**src/rtl/aq_gemac_tx_mac.sv**
```systemverilog
// aq_gemac_tx_mac -- GMII transmit engine.
// Pulls frame bytes from the TX frame buffer, then drives preamble, SFD,
// data, zero pad up to MIN_FRAME, CRC-32 FCS and the inter-frame gap.
// Optional half-duplex collision handling (jam, retry, binary exponential
// backoff) is built only when AQ_GEMAC_TX_HALF_DUPLEX_EN is defined.
module aq_gemac_tx_mac #(
   parameter int MIN_FRAME  = 60,
   parameter int MAX_FRAME  = 1514,
   parameter int IFG_CYCLES = 12
) (
   input  logic        MAC_CLK,
   input  logic        RST_N,
   input  logic        MAC_REQ,
   output logic        MAC_RE,
   input  logic        MAC_EOP,
   input  logic [7:0]  MAC_DATA,
   output logic        MAC_FINISH,
   output logic        MAC_RETRY,
   input  logic        GMII_COL,
   output logic [7:0]  GMII_TXD,
   output logic        GMII_TX_EN,
   output logic        GMII_TX_ER,
   output logic [15:0] TX_FRAME_CNT
);

   localparam logic [10:0] MIN_LEN  = 11'(MIN_FRAME);
   localparam logic [10:0] MAX_LEN  = 11'(MAX_FRAME);
   localparam logic [7:0]  IFG_LAST = 8'(IFG_CYCLES - 1);

`ifdef AQ_GEMAC_TX_HALF_DUPLEX_EN
   typedef enum logic [3:0] {S_IDLE, S_PRE, S_SFD, S_DATA, S_PAD, S_FCS, S_IFG,
                             S_JAM, S_BACKOFF} state_t;
`else
   typedef enum logic [2:0] {S_IDLE, S_PRE, S_SFD, S_DATA, S_PAD, S_FCS, S_IFG} state_t;
`endif

   state_t      state, state_nx;
   logic [7:0]  cnt, cnt_nx;
   logic [10:0] byte_cnt, byte_nx, byte_inc;
   logic [31:0] crc, crc_nx, fcs;
   logic        err, err_nx;
   logic [7:0]  txd_nx;
   logic        en_nx, er_nx, finish_nx, good_nx;

`ifdef AQ_GEMAC_TX_HALF_DUPLEX_EN
   logic        retry, retry_nx;
   logic [4:0]  attempt, attempt_nx;
   logic [9:0]  lfsr, lfsr_nx, mask;
   logic [18:0] backoff, backoff_nx;
   logic        collide;

   // late collisions (64 or more data bytes out) are ignored
   assign collide = GMII_COL && (byte_cnt < 11'd64) &&
                    ((state == S_PRE) || (state == S_SFD) || (state == S_DATA) || (state == S_PAD));
   assign MAC_RETRY = retry;
`else
   logic unused_col;
   assign unused_col = GMII_COL;
   assign MAC_RETRY  = 1'b0;
`endif

   // byte-wide update of the reflected CRC-32 (poly 0xEDB88320)
   function automatic logic [31:0] crc_byte(input logic [31:0] c, input logic [7:0] d);
      logic [31:0] r;
      r = c ^ {24'd0, d};
      for (int i = 0; i < 8; i++) r = r[0] ? ((r >> 1) ^ 32'hEDB88320) : (r >> 1);
      return r;
   endfunction

   assign byte_inc = (byte_cnt == 11'h7FF) ? byte_cnt : byte_cnt + 11'd1;
   assign fcs      = ~crc;

`ifdef AQ_GEMAC_TX_HALF_DUPLEX_EN
   // backoff slot mask: min(attempt, 10) low bits of the LFSR
   always_comb begin
      mask = '0;
      for (int i = 0; i < 10; i++) mask[i] = (5'(i) < attempt);
   end
`endif

   // next-state, next-output and byte-consume logic
   always_comb begin
      state_nx  = state;
      cnt_nx    = cnt;
      byte_nx   = byte_cnt;
      crc_nx    = crc;
      err_nx    = err;
      txd_nx    = 8'h00;
      en_nx     = 1'b0;
      er_nx     = 1'b0;
      finish_nx = 1'b0;
      good_nx   = 1'b0;
      MAC_RE    = 1'b0;
`ifdef AQ_GEMAC_TX_HALF_DUPLEX_EN
      retry_nx   = 1'b0;
      attempt_nx = attempt;
      lfsr_nx    = lfsr;
      backoff_nx = backoff;
`endif
      case (state)
         S_IDLE: begin
            crc_nx  = '1;
            byte_nx = '0;
            err_nx  = 1'b0;
            cnt_nx  = '0;
            if (MAC_REQ) state_nx = S_PRE;
         end
         S_PRE: begin
            txd_nx = 8'h55;
            en_nx  = 1'b1;
            cnt_nx = cnt + 8'd1;
            if (cnt == 8'd6) begin
               cnt_nx   = '0;
               state_nx = S_SFD;
            end
         end
         S_SFD: begin
            txd_nx   = 8'hD5;
            en_nx    = 1'b1;
            state_nx = S_DATA;
         end
         S_DATA: begin
            en_nx = 1'b1;
            if (!MAC_REQ) begin
               // buffer underrun: poison the frame and give it up
               er_nx     = 1'b1;
               err_nx    = 1'b1;
               finish_nx = 1'b1;
               cnt_nx    = '0;
               state_nx  = S_IFG;
            end else begin
               MAC_RE  = 1'b1;
               txd_nx  = MAC_DATA;
               er_nx   = (byte_cnt >= MAX_LEN);
               if (byte_cnt >= MAX_LEN) err_nx = 1'b1;
               crc_nx  = crc_byte(crc, MAC_DATA);
               byte_nx = byte_inc;
               cnt_nx  = '0;
               if (MAC_EOP) state_nx = (byte_inc < MIN_LEN) ? S_PAD : S_FCS;
            end
         end
         S_PAD: begin
            en_nx   = 1'b1;
            crc_nx  = crc_byte(crc, 8'h00);
            byte_nx = byte_inc;
            if (byte_inc >= MIN_LEN) begin
               cnt_nx   = '0;
               state_nx = S_FCS;
            end
         end
         S_FCS: begin
            txd_nx = fcs[{cnt[1:0], 3'b000} +: 8];
            en_nx  = 1'b1;
            cnt_nx = cnt + 8'd1;
            if (cnt == 8'd3) begin
               finish_nx = 1'b1;
               good_nx   = !err;
               cnt_nx    = '0;
               state_nx  = S_IFG;
            end
         end
         S_IFG: begin
            cnt_nx = cnt + 8'd1;
            if (cnt == IFG_LAST) begin
               cnt_nx = '0;
               if (MAC_REQ) begin
                  // back-to-back frame: skip the idle cycle so the gap is exact
                  crc_nx   = '1;
                  byte_nx  = '0;
                  err_nx   = 1'b0;
                  state_nx = S_PRE;
               end else begin
                  state_nx = S_IDLE;
               end
            end
         end
`ifdef AQ_GEMAC_TX_HALF_DUPLEX_EN
         S_JAM: begin
            txd_nx = 8'h55;
            en_nx  = 1'b1;
            cnt_nx = cnt + 8'd1;
            if (cnt == 8'd0) begin
               // err here means the attempt limit was hit: drop the frame
               finish_nx = err;
               retry_nx  = !err;
            end
            if (cnt == 8'd3) begin
               cnt_nx     = '0;
               backoff_nx = {lfsr & mask, 9'd0};
               state_nx   = err ? S_IFG : S_BACKOFF;
            end
         end
         S_BACKOFF: begin
            if (backoff == 19'd0) state_nx = S_IDLE;
            else backoff_nx = backoff - 19'd1;
         end
`endif
         default: state_nx = S_IDLE;
      endcase
`ifdef AQ_GEMAC_TX_HALF_DUPLEX_EN
      if (collide) begin
         state_nx   = S_JAM;
         cnt_nx     = '0;
         finish_nx  = 1'b0;
         good_nx    = 1'b0;
         err_nx     = (attempt == 5'd15);
         attempt_nx = attempt + 5'd1;
         lfsr_nx    = {lfsr[8:0], lfsr[9] ^ lfsr[6]};
      end
      if (finish_nx) attempt_nx = '0;
`endif
   end

   // FSM state, counters and running CRC
   always_ff @(posedge MAC_CLK or negedge RST_N) begin
      if (!RST_N) begin
         state    <= S_IDLE;
         cnt      <= '0;
         byte_cnt <= '0;
         crc      <= '1;
         err      <= 1'b0;
      end else begin
         state    <= state_nx;
         cnt      <= cnt_nx;
         byte_cnt <= byte_nx;
         crc      <= crc_nx;
         err      <= err_nx;
      end
   end

   // registered GMII, completion pulse and good-frame counter
   always_ff @(posedge MAC_CLK or negedge RST_N) begin
      if (!RST_N) begin
         GMII_TXD     <= 8'h00;
         GMII_TX_EN   <= 1'b0;
         GMII_TX_ER   <= 1'b0;
         MAC_FINISH   <= 1'b0;
         TX_FRAME_CNT <= 16'd0;
      end else begin
         GMII_TXD   <= txd_nx;
         GMII_TX_EN <= en_nx;
         GMII_TX_ER <= er_nx;
         MAC_FINISH <= finish_nx;
         if (good_nx) TX_FRAME_CNT <= TX_FRAME_CNT + 16'd1;
      end
   end

`ifdef AQ_GEMAC_TX_HALF_DUPLEX_EN
   // collision bookkeeping: retry pulse, attempts, LFSR, backoff timer
   always_ff @(posedge MAC_CLK or negedge RST_N) begin
      if (!RST_N) begin
         retry   <= 1'b0;
         attempt <= '0;
         lfsr    <= 10'h2A5;
         backoff <= '0;
      end else begin
         retry   <= retry_nx;
         attempt <= attempt_nx;
         lfsr    <= lfsr_nx;
         backoff <= backoff_nx;
      end
   end
`endif

endmodule
```
**config.mk**
```make
export PLATFORM = sky130hd
export DESIGN_NAME = aq_gemac_tx_mac
export DESIGN_NICKNAME = d
export VERILOG_FILES = /design/src/rtl/aq_gemac_tx_mac.sv
export SDC_FILE = /design/constraint.sdc
export NUM_CORES = 1
export LEC_CHECK = 0
export CORE_MARGIN = 1.5
export CORE_UTILIZATION = 45
export DETAILED_ROUTE_END_ITERATION = 8
export GPL_TIMING_DRIVEN = 0
export SLEW_MARGIN = 10
export SYNTH_ARGS = -nofsm -noshare
export SYNTH_HDL_FRONTEND = slang
export SYNTH_SLANG_ARGS = --single-unit
```
**constraint.sdc**
```tcl
create_clock -name MAC_CLK -period 7.85 [get_ports MAC_CLK]
set_clock_uncertainty 0.2 [all_clocks]
set_input_delay 1.9625 -clock MAC_CLK [delete_from_list [all_inputs] [get_ports MAC_CLK]]
set_output_delay 1.9625 -clock MAC_CLK [all_outputs]
set_load 0.05 [all_outputs]
```
==> metrics.txt, run 1 <==
status=completed; number of synthesized flops with an enable pin=0; most frequently used cell type in the post-synthesis netlist=sky130_fd_sc_hd__xnor2_1; biggest fanout along the worst timing path=7; layout cells sized above 1=0.133; count of nets after finishing=714; GRT Residual Overflow=0; total power per unit cell area=slightly below 500 mW/mm^2; total area of sequential cells=0.00209 mm^2; combined area of the multi-input logic cells=0.00377 mm^2; number of levels the H-tree was split into=3; number of instances in the placed design=861; final core area utilization=0.533; pin count of the biggest net entering global routing=57; width of the die=between 100 and 150 um; capture point of the worst reg-to-reg path=crc[18]; Post-Synthesis Mean Instance Area=9.51 um^2; synth cell count leaders=72 x sky130_fd_sc_hd__xnor2_1, 59 x sky130_fd_sc_hd__nor2_1, 50 x sky130_fd_sc_hd__a21oi_1, 50 x sky130_fd_sc_hd__dfrtp_1; Routed Wire Length=17900 um; pins over their slew limit=0; top-area cell type share of the netlist area=0.204; capturing element type of the critical path=primary output; summed instance area of the synthesized netlist=a little over 0.006 mm^2; synthesized instance count=646; length of the first detailed-routing pass in iterations=5; number of endpoints with negative hold slack in the final report=0; clk_lat worst skew=0.36 ns; achievable frequency=155 MHz; period utilization=0.824; library cell appearing most often on the critical path=sky130_fd_sc_hd__clkdlybuf4s50_1; via count of the first global-routing pass=around 4900; r2r setup slk=4.66 ns; buffers inserted by post-CTS timing repair=0; sink count of the clock tree=82; Die Area=0.0144 mm^2; Setup Viol. Count Final=0; Worst Hold Class=register to register; crit-path max cell delay=0.83 ns; number of antenna violations at the first check in global routing=0; part of the total power dissipated in the clock network=0.137; Critical Setup Path Class=input port to primary output; global-route wire length before repair=~28000 um; count of antenna-violating nets left after detailed routing=0; relative contribution of sequential cells to total power=0.201; maximum buffer depth of the clock tree=2; worst slew margin relative to its limit=0.280; Boundary Pins=42; Crit path required time=5.69 ns; number of placement rows=42; vias after detailed routing=just over 5000; Clk pin slew, worst setup/hold paths=0.06 ns; number of cells on the worst reg-to-reg path=6; GR Util All Layers=0.263; Worst Tran Pin Value=1.07 ns; Reg-to-Reg Start=crc[0]; async set-or-reset flop fraction in the synthesized netlist=1.00; Synth Warn #=0; Critical Path Start=MAC_REQ; internal cell power=approximately 1.9 mW; commonest register cell after synthesis=sky130_fd_sc_hd__dfrtp_1; count of placed standard cells in the final layout, fillers left out=877; power dissipated by switching net loads=1.57 mW; number of filler instances in the final layout=1234; post-DP HPWL=roughly 13000 um; aggregate negative setup slack=0 ns; number of vias per cell after detailed routing=~6; leakage power of the design=between 2 and 3 nW; synthesis-stage register bit count=82; average wire length per cell after detail routing=20.4 um; number of port buffers=37; portion of total power attributed to combinational logic=0.661; effective utilization at floorplan=0.462; CTS Buf Count=9; crit start category=input port; worst hold slack after final layout=0.274 ns; remaining design rule violation count=0; peak supply drop=0.000245 V; crit path cell chain=clkdlybuf4s50_1, nand2_1, or2_2, clkbuf_1, inv_1, clkdlybuf4s50_1; post-synth net total=approximately 660; placeable core area=about 0.013 mm^2; number of antenna repair diodes=0; post-synth top area cell=sky130_fd_sc_hd__dfrtp_1; number of different library cells in the post-synthesis netlist=71; Hold Buf Count CTS=0; violation count after the first detailed-route iteration=461; CP arrival=4.30 ns; cells taking the most area after synthesis=sky130_fd_sc_hd__dfrtp_1 20%, sky130_fd_sc_hd__dfstp_2 14%, sky130_fd_sc_hd__xnor2_1 10%, sky130_fd_sc_hd__xnor3_1 5.9%, sky130_fd_sc_hd__xor2_1 4.3%; setup repair after global routing missed its margin=false; switching share of power=0.456; post-cts resize count=0; shortest clock period the worst path allows after layout=~6.5 ns; Final GP Congestion=0.937; max-capacitance violation count=0; die height=120 um; growth of design area from synthesis to finish=15.3%; clock root buffer master=sky130_fd_sc_hd__clkbuf_16; sequential element share of the synthesized area=0.341; TritonCTS clock tree=built; slowest stage cell on the critical path=sky130_fd_sc_hd__clkdlybuf4s50_1; capturing instance or port of the critical path=MAC_RE
## how the worst min path moves through the flow
stage	start	end	slack, ns	depth (start not counted)
after global routing	TX_FRAME_CNT[15]	TX_FRAME_CNT[15]	0.30	1
final	TX_FRAME_CNT[15]	TX_FRAME_CNT[15]	0.27	1
after global placement	TX_FRAME_CNT[15]	TX_FRAME_CNT[15]	0.26	1
after floorplan	crc[14]	crc[14]	0.27	2
after CTS	TX_FRAME_CNT[15]	TX_FRAME_CNT[15]	0.27	1
after detailed placement	TX_FRAME_CNT[15]	TX_FRAME_CNT[15]	0.26	1
## through the flow
stage	instance area (um^2)	power (mW)	worst slack, ns
6_report	7080	3.43	1.38
4_1_cts	7080	3.40	1.40
3_5_place_dp	6760	2.92	1.41
5_1_grt	7080	3.64	1.30
3_3_place_gp	6730	2.89	1.40
2_1_floorplan	6140	2.40	2.86
## cell usage in the layout, fill, tap and decap left out, drive strengths merged, types with 3 or more instances in the layout
cell type      netlist  routed
a21o                 6       6
inv                 13      13
dfrtp               50      50
xnor2               77      77
xor3                 3       3
a41oi                5       5
a22o                 3       3
nand3                9       9
nand4                8       8
o22a                 3       3
clkbuf              34      44
dfstp               32      32
buf                 18      21
o2bb2ai              3       3
nor4                 7       7
nor2                59      59
and3                 5       5
nand3b               3       3
clkdlybuf4s50        0      36
a31oi               13      13
nand2b               9       9
mux4                 8       8
xnor3               16      16
a221oi               6       6
a221o                3       3
mux2                 5       5
xor2                31      31
o22ai                6       6
a21oi               50      50
or2                  3       3
a22oi                6       6
o21ai               43      43
ha                   5       5
and4                 4       4
clkinvlp             0       3
o221ai               5       5
o211ai               7       7
nand2               40      40
nor3                14      14
## critical path, delay by kind of cell
kind | cells | cell delay, ns
AND/OR/NAND/NOR | 2 | 0.45
buffers and inverters | 4 | 1.89
## per-layer routing
layer / wire (um) / up-vias / GRT usage
li1: - / 2422 / -
met1: 8130 / 2528 / 0.366
met2: 7920 / 203 / 0.398
met3: 1330 / 33 / 0.0561
met4: 531 / 0 / 0.113
met5: 0 / - / 0
## sequential cells by signal (all words and copies together) (netlist names)
register,count
cnt,8
MAC_FINISH,1
err,1
GMII_TX_ER,1
crc,32
state,3
GMII_TXD,8
TX_FRAME_CNT,16
GMII_TX_EN,1
byte_cnt,11
## logic make-up (layout without fill, tap and decap cells)
group | count (synthesis) | count (layout) | synth area share
buffers and inverters | 65 | 120 | 0.0450
DFF | 82 | 82 | 0.341
muxes | 15 | 15 | 0.0418
adders and majority gates | 5 | 5 | 0.0102
AOI/OAI and AO/OA | 179 | 179 | 0.187
other | 1 | 1 | 0.000611
xor gates and xnor gates | 127 | 127 | 0.233
and+or+nand+nor | 172 | 172 | 0.141
## power by group through the flow
stage	logic (mW)	registers, mW	clock network (mW)
6_report	2.27	0.692	0.472
5_1_grt	2.44	0.703	0.496
4_1_cts	2.24	0.687	0.477
3_5_place_dp	2.23	0.693	0
3_3_place_gp	2.20	0.690	0
2_1_floorplan	1.66	0.744	0
## cell type report
type	count	area share
Multi-Input combinational cell	499	0.533
Buffer	52	0.0321
Inverter	13	0.00689
Clock buffer	10	0.0323
Clock inverter	6	0.0129
Tap cell	176	0.0311
Timing Repair Buffer	39	0.0565
Sequential cell	82	0.295
(Power assumes the default switching activity.)
==> run 2, diff against run 1 <==
==> constraint.sdc (replaced) <==
create_clock -name MAC_CLK -period 6.3 [get_ports MAC_CLK]
set_clock_uncertainty 0.2 [all_clocks]
set_input_delay 1.575 -clock MAC_CLK [delete_from_list [all_inputs] [get_ports MAC_CLK]]
set_output_delay 1.575 -clock MAC_CLK [all_outputs]
set_load 0.05 [all_outputs]
==> results of run 2 <==
Same layout as run 1 (identical final DEF). Status: completed.
Main changes from that run: setup slack after placement 1.41 ns -> 0.632 ns; setup slack after layout 1.38 ns -> 0.608 ns; register-to-register setup slack 4.66 ns -> 3.11 ns; total power 3.43 mW -> 4.28 mW; worst IR drop on VDD 0.000245 V -> 0.000306 V
==> run 3, diff against run 2 <==
==> constraint.sdc (replaced) <==
create_clock -name MAC_CLK -period 6.3 [get_ports MAC_CLK]
set_clock_uncertainty 0.2 [all_clocks]
set_input_delay 0.945 -clock MAC_CLK [delete_from_list [all_inputs] [get_ports MAC_CLK]]
set_output_delay 0.945 -clock MAC_CLK [all_outputs]
set_load 0.05 [all_outputs]
==> results of run 3 <==
Same layout as run 1 (identical final DEF). Status: completed.
Main changes from that run: setup slack after placement 1.41 ns -> 1.89 ns; setup slack after layout 1.38 ns -> 1.87 ns; register-to-register setup slack 4.66 ns -> 3.11 ns; total power 3.43 mW -> 4.28 mW; worst IR drop on VDD 0.000245 V -> 0.000306 V
